### config.mk
export PLATFORM = sky130hd
export DESIGN_NAME = ball_split_ctrl_flat
export DESIGN_NICKNAME = d
export VERILOG_FILES = /design/src/rtl/ball_split_ctrl_if.sv /design/src/rtl/ball_split_ctrl.sv /design/src/flat_wrapper.sv
export SDC_FILE = /design/constraint.sdc
export NUM_CORES = 1
export LEC_CHECK = 0
export CORE_MARGIN = 4
export CORE_UTILIZATION = 31
export CTS_BUF_LIST = sky130_fd_sc_hd__clkbuf_4 sky130_fd_sc_hd__clkbuf_8
export CTS_CLUSTER_SIZE = 30
export DETAILED_ROUTE_END_ITERATION = 8
export MAX_ROUTING_LAYER = met4
export PLACE_DENSITY_LB_ADDON = 0.1
export SKIP_CTS_REPAIR_TIMING = 1
export SLEW_MARGIN = 25
export SYNTH_ARGS = -nofsm -noshare
export SYNTH_HDL_FRONTEND = slang
export SYNTH_SLANG_ARGS = --single-unit
### constraint.sdc
create_clock -name clk -period 2.34 [get_ports clk]
set_clock_uncertainty 0.1 [all_clocks]
set_input_delay 0.351 -clock clk [delete_from_list [all_inputs] [get_ports clk]]
set_output_delay 0.351 -clock clk [all_outputs]
set_load 0.05 [all_outputs]
### src/rtl/ball_split_ctrl_if.sv
// rtl/ball_split_ctrl_if.sv - hit handshake and ball-bank load bus of the ball split controller
interface ball_split_ctrl_if;
    logic        hit_valid;
    logic [2:0]  hit_slot;
    logic [10:0] hit_x;
    logic [10:0] hit_y;
    logic        hit_ready;
    logic        load_valid;
    logic [2:0]  load_slot;
    logic [10:0] load_x;
    logic [10:0] load_y;
    logic        load_xdir;
    logic [1:0]  load_size;

    modport master (
        input  hit_valid, hit_slot, hit_x, hit_y,
        output hit_ready,
        output load_valid, load_slot, load_x, load_y, load_xdir, load_size
    );

    modport slave (
        output hit_valid, hit_slot, hit_x, hit_y,
        input  hit_ready,
        input  load_valid, load_slot, load_x, load_y, load_xdir, load_size
    );
endinterface

### src/rtl/ball_split_ctrl.sv
// rtl/ball_split_ctrl.sv - ball slot pool: level start, rope-hit split/pop, scoring, level clear
module ball_split_ctrl #(
    parameter int NUM_BALLS = 8,
    parameter int MAX_SIZE  = 3,
    parameter int INIT_X    = 26,
    parameter int INIT_Y    = 26,
    parameter int SPLIT_OFS = 16,
    parameter int X_MAX     = 639
) (
    input  logic                 clk,
    input  logic                 resetN,
    input  logic                 startOfFrame,
    input  logic                 level_start,
    ball_split_ctrl_if.master    bus,
    output logic [NUM_BALLS-1:0] active_mask,
    output logic [15:0]          score,
    output logic                 level_clear,
    output logic                 overflow
);
    typedef enum logic [2:0] {IDLE, INIT, SPLIT_A, SPLIT_B, POP, CHECK} state_t;

    localparam logic [10:0] OFS   = 11'(SPLIT_OFS);
    localparam logic [11:0] XLIM  = 12'(X_MAX);

    state_t      state;
    logic [7:0]  mask_q;
    logic [1:0]  size_q [8];
    logic [2:0]  lat_slot;
    logic [10:0] lat_x;
    logic [10:0] lat_y;
    logic [1:0]  lat_size;

    logic        free_found;
    logic [2:0]  free_slot;
    logic [10:0] left_x;
    logic [10:0] right_x;
    logic [11:0] right_sum;

    // Mask is kept 8 wide so a 3-bit slot index is always in range.
    assign active_mask = mask_q[NUM_BALLS-1:0];

    always_comb begin
        free_found = 1'b0;
        free_slot  = '0;
        for (int i = NUM_BALLS - 1; i >= 0; i--) begin
            if (!mask_q[i]) begin
                free_found = 1'b1;
                free_slot  = 3'(i);
            end
        end
    end

    always_comb begin
        left_x    = (lat_x >= OFS) ? (lat_x - OFS) : 11'd0;
        right_sum = {1'b0, lat_x} + {1'b0, OFS};
        right_x   = (right_sum > XLIM) ? XLIM[10:0] : right_sum[10:0];
    end

    function automatic logic [15:0] sat_add(input logic [15:0] s, input logic [2:0] inc);
        logic [16:0] t;
        t = {1'b0, s} + {14'd0, inc};
        return t[16] ? 16'hFFFF : t[15:0];
    endfunction

    always_ff @(posedge clk) begin
        if (resetN) begin
            state         <= IDLE;
            mask_q        <= '0;
            score         <= '0;
            level_clear   <= 1'b0;
            overflow      <= 1'b0;
            bus.hit_ready <= 1'b0;
            bus.load_valid <= 1'b0;
            bus.load_slot <= '0;
            bus.load_x    <= '0;
            bus.load_y    <= '0;
            bus.load_xdir <= 1'b0;
            bus.load_size <= '0;
            lat_slot      <= '0;
            lat_x         <= '0;
            lat_y         <= '0;
            lat_size      <= '0;
            for (int i = 0; i < 8; i++) size_q[i] <= '0;
        end else begin
            bus.load_valid <= 1'b0;
            level_clear    <= 1'b0;
            overflow       <= 1'b0;
            if (level_start) begin
                state         <= INIT;
                mask_q        <= '0;
                bus.hit_ready <= 1'b0;
            end else begin
                case (state)
                    IDLE: begin
                        bus.hit_ready <= 1'b1;
                        if (bus.hit_valid && bus.hit_ready && mask_q[bus.hit_slot]) begin
                            lat_slot      <= bus.hit_slot;
                            lat_x         <= bus.hit_x;
                            lat_y         <= bus.hit_y;
                            lat_size      <= size_q[bus.hit_slot];
                            state         <= (size_q[bus.hit_slot] != 2'd0) ? SPLIT_A : POP;
                            bus.hit_ready <= 1'b0;
                        end
                    end
                    INIT: begin
                        if (!startOfFrame) begin
                            bus.load_valid <= 1'b1;
                            bus.load_slot  <= 3'd0;
                            bus.load_x     <= 11'(INIT_X);
                            bus.load_y     <= 11'(INIT_Y);
                            bus.load_xdir  <= 1'b1;
                            bus.load_size  <= 2'(MAX_SIZE);
                            size_q[0]      <= 2'(MAX_SIZE);
                            mask_q[0]      <= 1'b1;
                            state          <= IDLE;
                        end
                    end
                    SPLIT_A: begin
                        if (!startOfFrame) begin
                            bus.load_valid   <= 1'b1;
                            bus.load_slot    <= lat_slot;
                            bus.load_x       <= left_x;
                            bus.load_y       <= lat_y;
                            bus.load_xdir    <= 1'b0;
                            bus.load_size    <= lat_size - 2'd1;
                            size_q[lat_slot] <= lat_size - 2'd1;
                            state            <= SPLIT_B;
                        end
                    end
                    SPLIT_B: begin
                        // With no free slot there is no load, so a frame pulse need not stall it.
                        if (!free_found) begin
                            overflow <= 1'b1;
                            score    <= sat_add(score, 3'd1);
                            state    <= IDLE;
                        end else if (!startOfFrame) begin
                            bus.load_valid    <= 1'b1;
                            bus.load_slot     <= free_slot;
                            bus.load_x        <= right_x;
                            bus.load_y        <= lat_y;
                            bus.load_xdir     <= 1'b1;
                            bus.load_size     <= lat_size - 2'd1;
                            size_q[free_slot] <= lat_size - 2'd1;
                            mask_q[free_slot] <= 1'b1;
                            score             <= sat_add(score, 3'd1);
                            state             <= IDLE;
                        end
                    end
                    POP: begin
                        mask_q[lat_slot] <= 1'b0;
                        score            <= sat_add(score, 3'd4);
                        state            <= CHECK;
                    end
                    CHECK: begin
                        level_clear <= (mask_q == 8'd0);
                        state       <= IDLE;
                    end
                    default: state <= IDLE;
                endcase
            end
        end
    end
endmodule

### src/flat_wrapper.sv
// flat-port wrapper written by rule: the top's interface ports become plain ports
module ball_split_ctrl_flat 
#(
    parameter int NUM_BALLS = 8,
    parameter int MAX_SIZE  = 3,
    parameter int INIT_X    = 26,
    parameter int INIT_Y    = 26,
    parameter int SPLIT_OFS = 16,
    parameter int X_MAX     = 639
)
  (clk, resetN, startOfFrame, level_start, active_mask, score, level_clear, overflow, bus_hit_valid, bus_hit_slot, bus_hit_x, bus_hit_y, bus_hit_ready, bus_load_valid, bus_load_slot, bus_load_x, bus_load_y, bus_load_xdir, bus_load_size);
  ball_split_ctrl_if bus_i ();
  input  logic clk;
  input  logic resetN;
  input  logic startOfFrame;
  input  logic level_start;
  output logic [NUM_BALLS-1:0] active_mask;
  output logic [15:0] score;
  output logic level_clear;
  output logic overflow;
  input wire logic [$bits(bus_i.hit_valid)-1:0] bus_hit_valid;
  input wire logic [$bits(bus_i.hit_slot)-1:0] bus_hit_slot;
  input wire logic [$bits(bus_i.hit_x)-1:0] bus_hit_x;
  input wire logic [$bits(bus_i.hit_y)-1:0] bus_hit_y;
  output wire logic [$bits(bus_i.hit_ready)-1:0] bus_hit_ready;
  output wire logic [$bits(bus_i.load_valid)-1:0] bus_load_valid;
  output wire logic [$bits(bus_i.load_slot)-1:0] bus_load_slot;
  output wire logic [$bits(bus_i.load_x)-1:0] bus_load_x;
  output wire logic [$bits(bus_i.load_y)-1:0] bus_load_y;
  output wire logic [$bits(bus_i.load_xdir)-1:0] bus_load_xdir;
  output wire logic [$bits(bus_i.load_size)-1:0] bus_load_size;
  assign bus_i.hit_valid = bus_hit_valid;
  assign bus_i.hit_slot = bus_hit_slot;
  assign bus_i.hit_x = bus_hit_x;
  assign bus_i.hit_y = bus_hit_y;
  assign bus_hit_ready = bus_i.hit_ready;
  assign bus_load_valid = bus_i.load_valid;
  assign bus_load_slot = bus_i.load_slot;
  assign bus_load_x = bus_i.load_x;
  assign bus_load_y = bus_i.load_y;
  assign bus_load_xdir = bus_i.load_xdir;
  assign bus_load_size = bus_i.load_size;
  ball_split_ctrl #(.NUM_BALLS(NUM_BALLS), .MAX_SIZE(MAX_SIZE), .INIT_X(INIT_X), .INIT_Y(INIT_Y), .SPLIT_OFS(SPLIT_OFS), .X_MAX(X_MAX)) u_core (.clk(clk), .resetN(resetN), .startOfFrame(startOfFrame), .level_start(level_start), .bus(bus_i), .active_mask(active_mask), .score(score), .level_clear(level_clear), .overflow(overflow));
endmodule
Word-level counts from Yosys, hierarchy flattened
Memory sizes are Yosys's and may differ from the RTL's.
Cells that the tools add are included.

word-level totals
  register bits = 86
  bits in writable memories = 16
  bits of input ports = 30
  word-level logic and storage cells = 164
  memories kept = 1

operators by class
  $add $sub $neg = 5
  $lt $le $gt $ge = 7
  eq/ne operators = 13
  multiplexer cells = 88
  bitwise gates (word level) = 7
  reductions and logical operators = 25

memory list
  memory         words  width  read ports  clocked after memory_dff  wr ports  line                   source
  u_core.size_q  8      2      1           0                         8         ball_split_ctrl.sv:27  logic [1:0] size_q [8];

operators with widths
  kind                                                                     number
  11-bit two-way mux                                                       8
  11-bit case mux with 3 select lines                                      2
  16-bit two-way mux                                                       4
  3-bit two-way mux                                                        19
  1-bit two-way mux                                                        36
  16-bit case mux with 2 select lines                                      1
  16-bit by 1-bit adder with 17-bit output (second input constant)         1
  16-bit by 3-bit adder with 17-bit output (second input constant)         1
  8-bit two-way mux                                                        2
  3-bit case mux with 5 select lines                                       1
  7-bit case mux with 2 select lines                                       1
  11-bit by 5-bit adder with 12-bit output (second input constant)         1
  12-bit by 10-bit > comparator with 1-bit output (second input constant)  1
  3-bit by 4-bit < comparator with 1-bit output (second input constant)    3
  2-bit two-way mux                                                        6
  4-bit AND reduction                                                      3
  11-bit by 5-bit >= comparator with 1-bit output (second input constant)  1
  11-bit by 5-bit subtractor with 11-bit output (second input constant)    1
  3-bit case mux with 3 select lines                                       1
  3-bit AND reduction                                                      3
  8-bit bitwise AND                                                        1
  8-bit zero test                                                          1
  8-bit inverter                                                           1
  8-bit OR                                                                 1
  24 further kinds                                                         45

Longest topological paths before layout
  word-level depth = 16
  gate-level depth with buffers = 8
  depth with buffers taken out = 7

Least setup slack after synthesis
OpenSTA, ideal clock, no wires.

  kind = reg-to-reg
  start point = reg u_core.mask_q[2], in the netlist u_core.active_mask[2]
  end point = mem u_core.size_q[4][0] (enable)
  setup time = 0.315 ns
  arrival = 1.982 ns
  data required time = 1.925 ns
  path slack = -0.057 ns
  stages on the path, launching flop included = 6
  path buffers = 1
  clock period less this slack = 2.397 ns
  cells stage by stage = dfxtp_1 > buf_2 > nand4_1 > nor4_1 > a21oi_1 > o21bai_1

RTL lines
  item                             line                    source
  start, declared                  ball_split_ctrl.sv:26   logic [7:0] mask_q;
  start signal, assigned           ball_split_ctrl.sv:68   mask_q <= '0;
  start signal, assigned           ball_split_ctrl.sv:90   mask_q <= '0;
  start signal, assigned by index  ball_split_ctrl.sv:144  mask_q[free_slot] <= 1'b1;
  end, declared                    ball_split_ctrl.sv:27

Worst setup path after layout
  start point = reg u_core.mask_q[3], in the netlist u_core.active_mask[3]
  end point = out active_mask[3]

RTL lines
  item           line                source
  end, declared  flat_wrapper.sv:17  output logic [NUM_BALLS-1:0] active_mask;

No word-level cell between the ends.

==> results.md <==
* Outcome: finished, final reports clean
* Clock root cell: clkbuf_8
* CP Launch Type: register
* R2R Setup Slk at approximately 0.17 ns
* Worst Path Buf+Inv at 2
* Type of the worst min-delay path: reg -> reg
* Post-Syn Instances at ~570
* Starting Density at a little under a third
* Vias at between 4,000 and 5,000
* Min-delay src: u_core.bus.load_x[10]
* Ys flop type: dfxtp_1
* RR Endpoint: u_core.bus.load_x[3]
* Finished Core Util at 41.7%
* Slowest library cell on the worst path: clkdlybuf4s50_1
* Cell Rows at 47
* CP startpoint: u_core.active_mask[3]
* Grt ovf at 0
* TritonCTS Buffers at 9
* WP data arrival at 1.75 ns
* CP top delay family: buffers and inverters
* Slew margin rel. at between 40 and 50%
* Die W at about 140 µm
* Hold WS at 0.367 ns
* PnR Total Power at around 3.2 mW
* Final setup vio count at 0
* Hpwl dp at between 10 and 15 mm
* 1st-pass router iterations at 5
* DR iter-0 viols at ~310
* Cell Area, Synth at 5210 µm²
* Most frequent cells in the layout: nor2_1, clkdlybuf4s50_1, dfxtp_1, buf_4, nand2_1
* Setup crit end kind: primary output
* CP max FO at 5
* Number of synthesized flops with an enable pin at 16
* Worst-path cell chain: buf_4, clkdlybuf4s50_1
* Worst r2r path cells at 7
* Routability cong. at ~0.85
* Seq cells post-synth at about 100
* I/O pin count at 86
* Clk_lat worst skew at roughly 0.38 ns
* Final ANT Viol Nets at 0
* Setup tns final at 0 ns
* Design area at 6890 µm²
* Avg Synthesized Cell Area at 9.07 µm²
* Pleak at between 2 and 3 nW
* Multi-input gate area at around 2800 µm²
* Final Cycle Share at 94.3%
* Max-slew violations at 0
* First-pass GRT wire length at ~25 mm
* Worst slew pin tran at roughly 0.89 ns
* Largest net degree at the start of global routing at 83
* Total GRT Usage at between 10% and 20%
* Clock buffer depth at 2
* Drt wl/cell at between 15 and 20 µm
* Clk sinks at 102
* CP required at 1.89 ns
* Min Tclk post-route at around 2.2 ns
* Final Hold Viols at 0
* Max-capacitance violation count at 0
* Die Area at around 19,000 µm²
* Vias per inst at 5.23
* Worst hold stages at 2
* Synthesized netlist net count at about 600
* CTS tree: done
* Worst setup path class: reg -> out
* Worst path depth at 2
* R2r startpoint: u_core.lat_x[5]
* FF+latch area at 2210 µm²
* Routed wire length at ~16 mm
* Hold Path Sink: u_core.bus.load_x[10]
* Most common cell after layout, fill and taps aside: nor2_1
* Antenna diode count at 0
* P&R area growth vs syn at 32.3%
* Clock transition at path regs at 0.11 ns
* PD cells at roughly 460 nW/µm²
* Max Fclk at about 450 MHz
* Async set-reset flop share out of synthesis at 0%
* Number of port buffers at 85
* Placement Cell Area at 6710 µm²
* # DRC at 0
* Vias in the first global route at 4,770
* Die H at approximately 140 µm
* RSZ-0062 raised after global routing: false
* Initial antenna violation count at 0
* Filler Cells Inserted at between 1,500 and 2,000
* Layout cells sized above 1 at between 10% and 20%
* IR drop worst, VDD at between 0.0002 and 0.00025 V
* Synth warnings at 0
* H-tree depth at 3
* Post-synthesis sequential area ratio at 42.3%
* Synth unique cells at 74
* CP peak stage delay at 0.80 ns
* Fin nets at approximately 740
* Core Footprint at 16,500 µm²
how the worst max path moves through the flow:
stage                                     end  slack [ns]
after global placement    u_core.size_q[5][1]       -0.30
after detailed placement  u_core.size_q[4][1]       -0.27
after floorplan              u_core.score[15]        0.02
final                          active_mask[3]        0.13
after CTS                    u_core.score[10]        0.07
after global routing         u_core.score[10]       0.002
through the flow:
step | std cells | setup WS [ns]
after CTS | 927 | 0.0749
final | 927 | 0.134
after detailed placement | 911 | -0.266
after global routing | 927 | 0.00230
after floorplan | 574 | 0.0183
after global placement | 911 | -0.304
registers in the layout, indices dropped and copies added (netlist names):
signal                 flops
u_core.lat_x              11
u_core.overflow            1
u_core.bus.load_size       2
u_core.bus.load_xdir       1
u_core.bus.hit_ready       1
u_core.level_clear         1
u_core.state               3
u_core.bus.load_slot       3
u_core.score              16
u_core.active_mask         8
u_core.bus.load_y         11
u_core.lat_y              11
u_core.lat_size            2
u_core.bus.load_valid      1
u_core.size_q             16
u_core.lat_slot            3
u_core.bus.load_x         11
cells by family after synthesis:
| logic type | share of synthesized area [%] |
|---|---|
| compound gates | 19.5 |
| xor+xnor | 1.18 |
| fa+ha+maj | 1.20 |
| buf+inv | 4.35 |
| flops | 42.3 |
| mux | 9.01 |
| simple gates | 22.5 |
layer usage:
metal / global-route usage [%] / vias up / wire, µm / share of wire, %
li1: - / 2410 / - / -
met1: 22.1 / 2301 / 7230 / 46
met2: 26.3 / 123 / 7180 / 46
met3: 4.05 / 18 / 925 / 5.9
met4: 5.49 / 0 / 226 / 1.5
met5: - / - / 0 / 0
final cells by class:
type,count,area share (%)
Clock buffer,9,1.80
Clock inverter,7,0.817
Inverter,10,0.545
Multi-Input combinational cell,423,40.4
Sequential cell,102,32.0
Tap cell,220,4.00
Timing Repair Buffer,156,20.4
synth_stat cells, drive strengths merged, types with 4 or more instances:
cell type	n	area (µm²)
nor4	9	56.3
and4	8	70.1
o21bai	9	67.6
edfxtp	16	480
a21oi	30	165
ha	5	62.6
a31oi	4	25.0
and3	7	43.8
mux2i	30	300
nand3	13	65.1
nand2	34	138
o211ai	7	57.6
nand4	9	56.3
nor2b	6	37.5
a221oi	4	35.0
mux4	6	135
o21ai	21	105
xor2	4	35.0
and2	7	43.8
nor3	27	135
or3	5	31.3
a311oi	4	35.0
dfxtp	86	1720
a22oi	9	67.6
nor2	85	319
nor4b	4	35.0
clkbuf	22	83.8
nand2b	5	31.3
inv	10	37.5
o22ai	5	31.3
o31ai	5	37.5
buf	17	105
a211oi	13	97.6
tightest hold or removal path: stages, from the launching register on:
cell     delay [ns]
dfxtp_1        0.33
nand2_1        0.05
a21oi_1        0.05
power breakdown:
| group | switching (mW) | total [mW] | internal [mW] | leakage [nW] |
|---|---|---|---|---|
| sequential | 0.0139 | 1.82 | 1.80 | 0.861 |
| clock | 0.673 | 1.08 | 0.403 | 0.0925 |
| combinational | 0.157 | 0.281 | 0.124 | 1.69 |
Note: power is estimated with default switching activity, not from simulation.
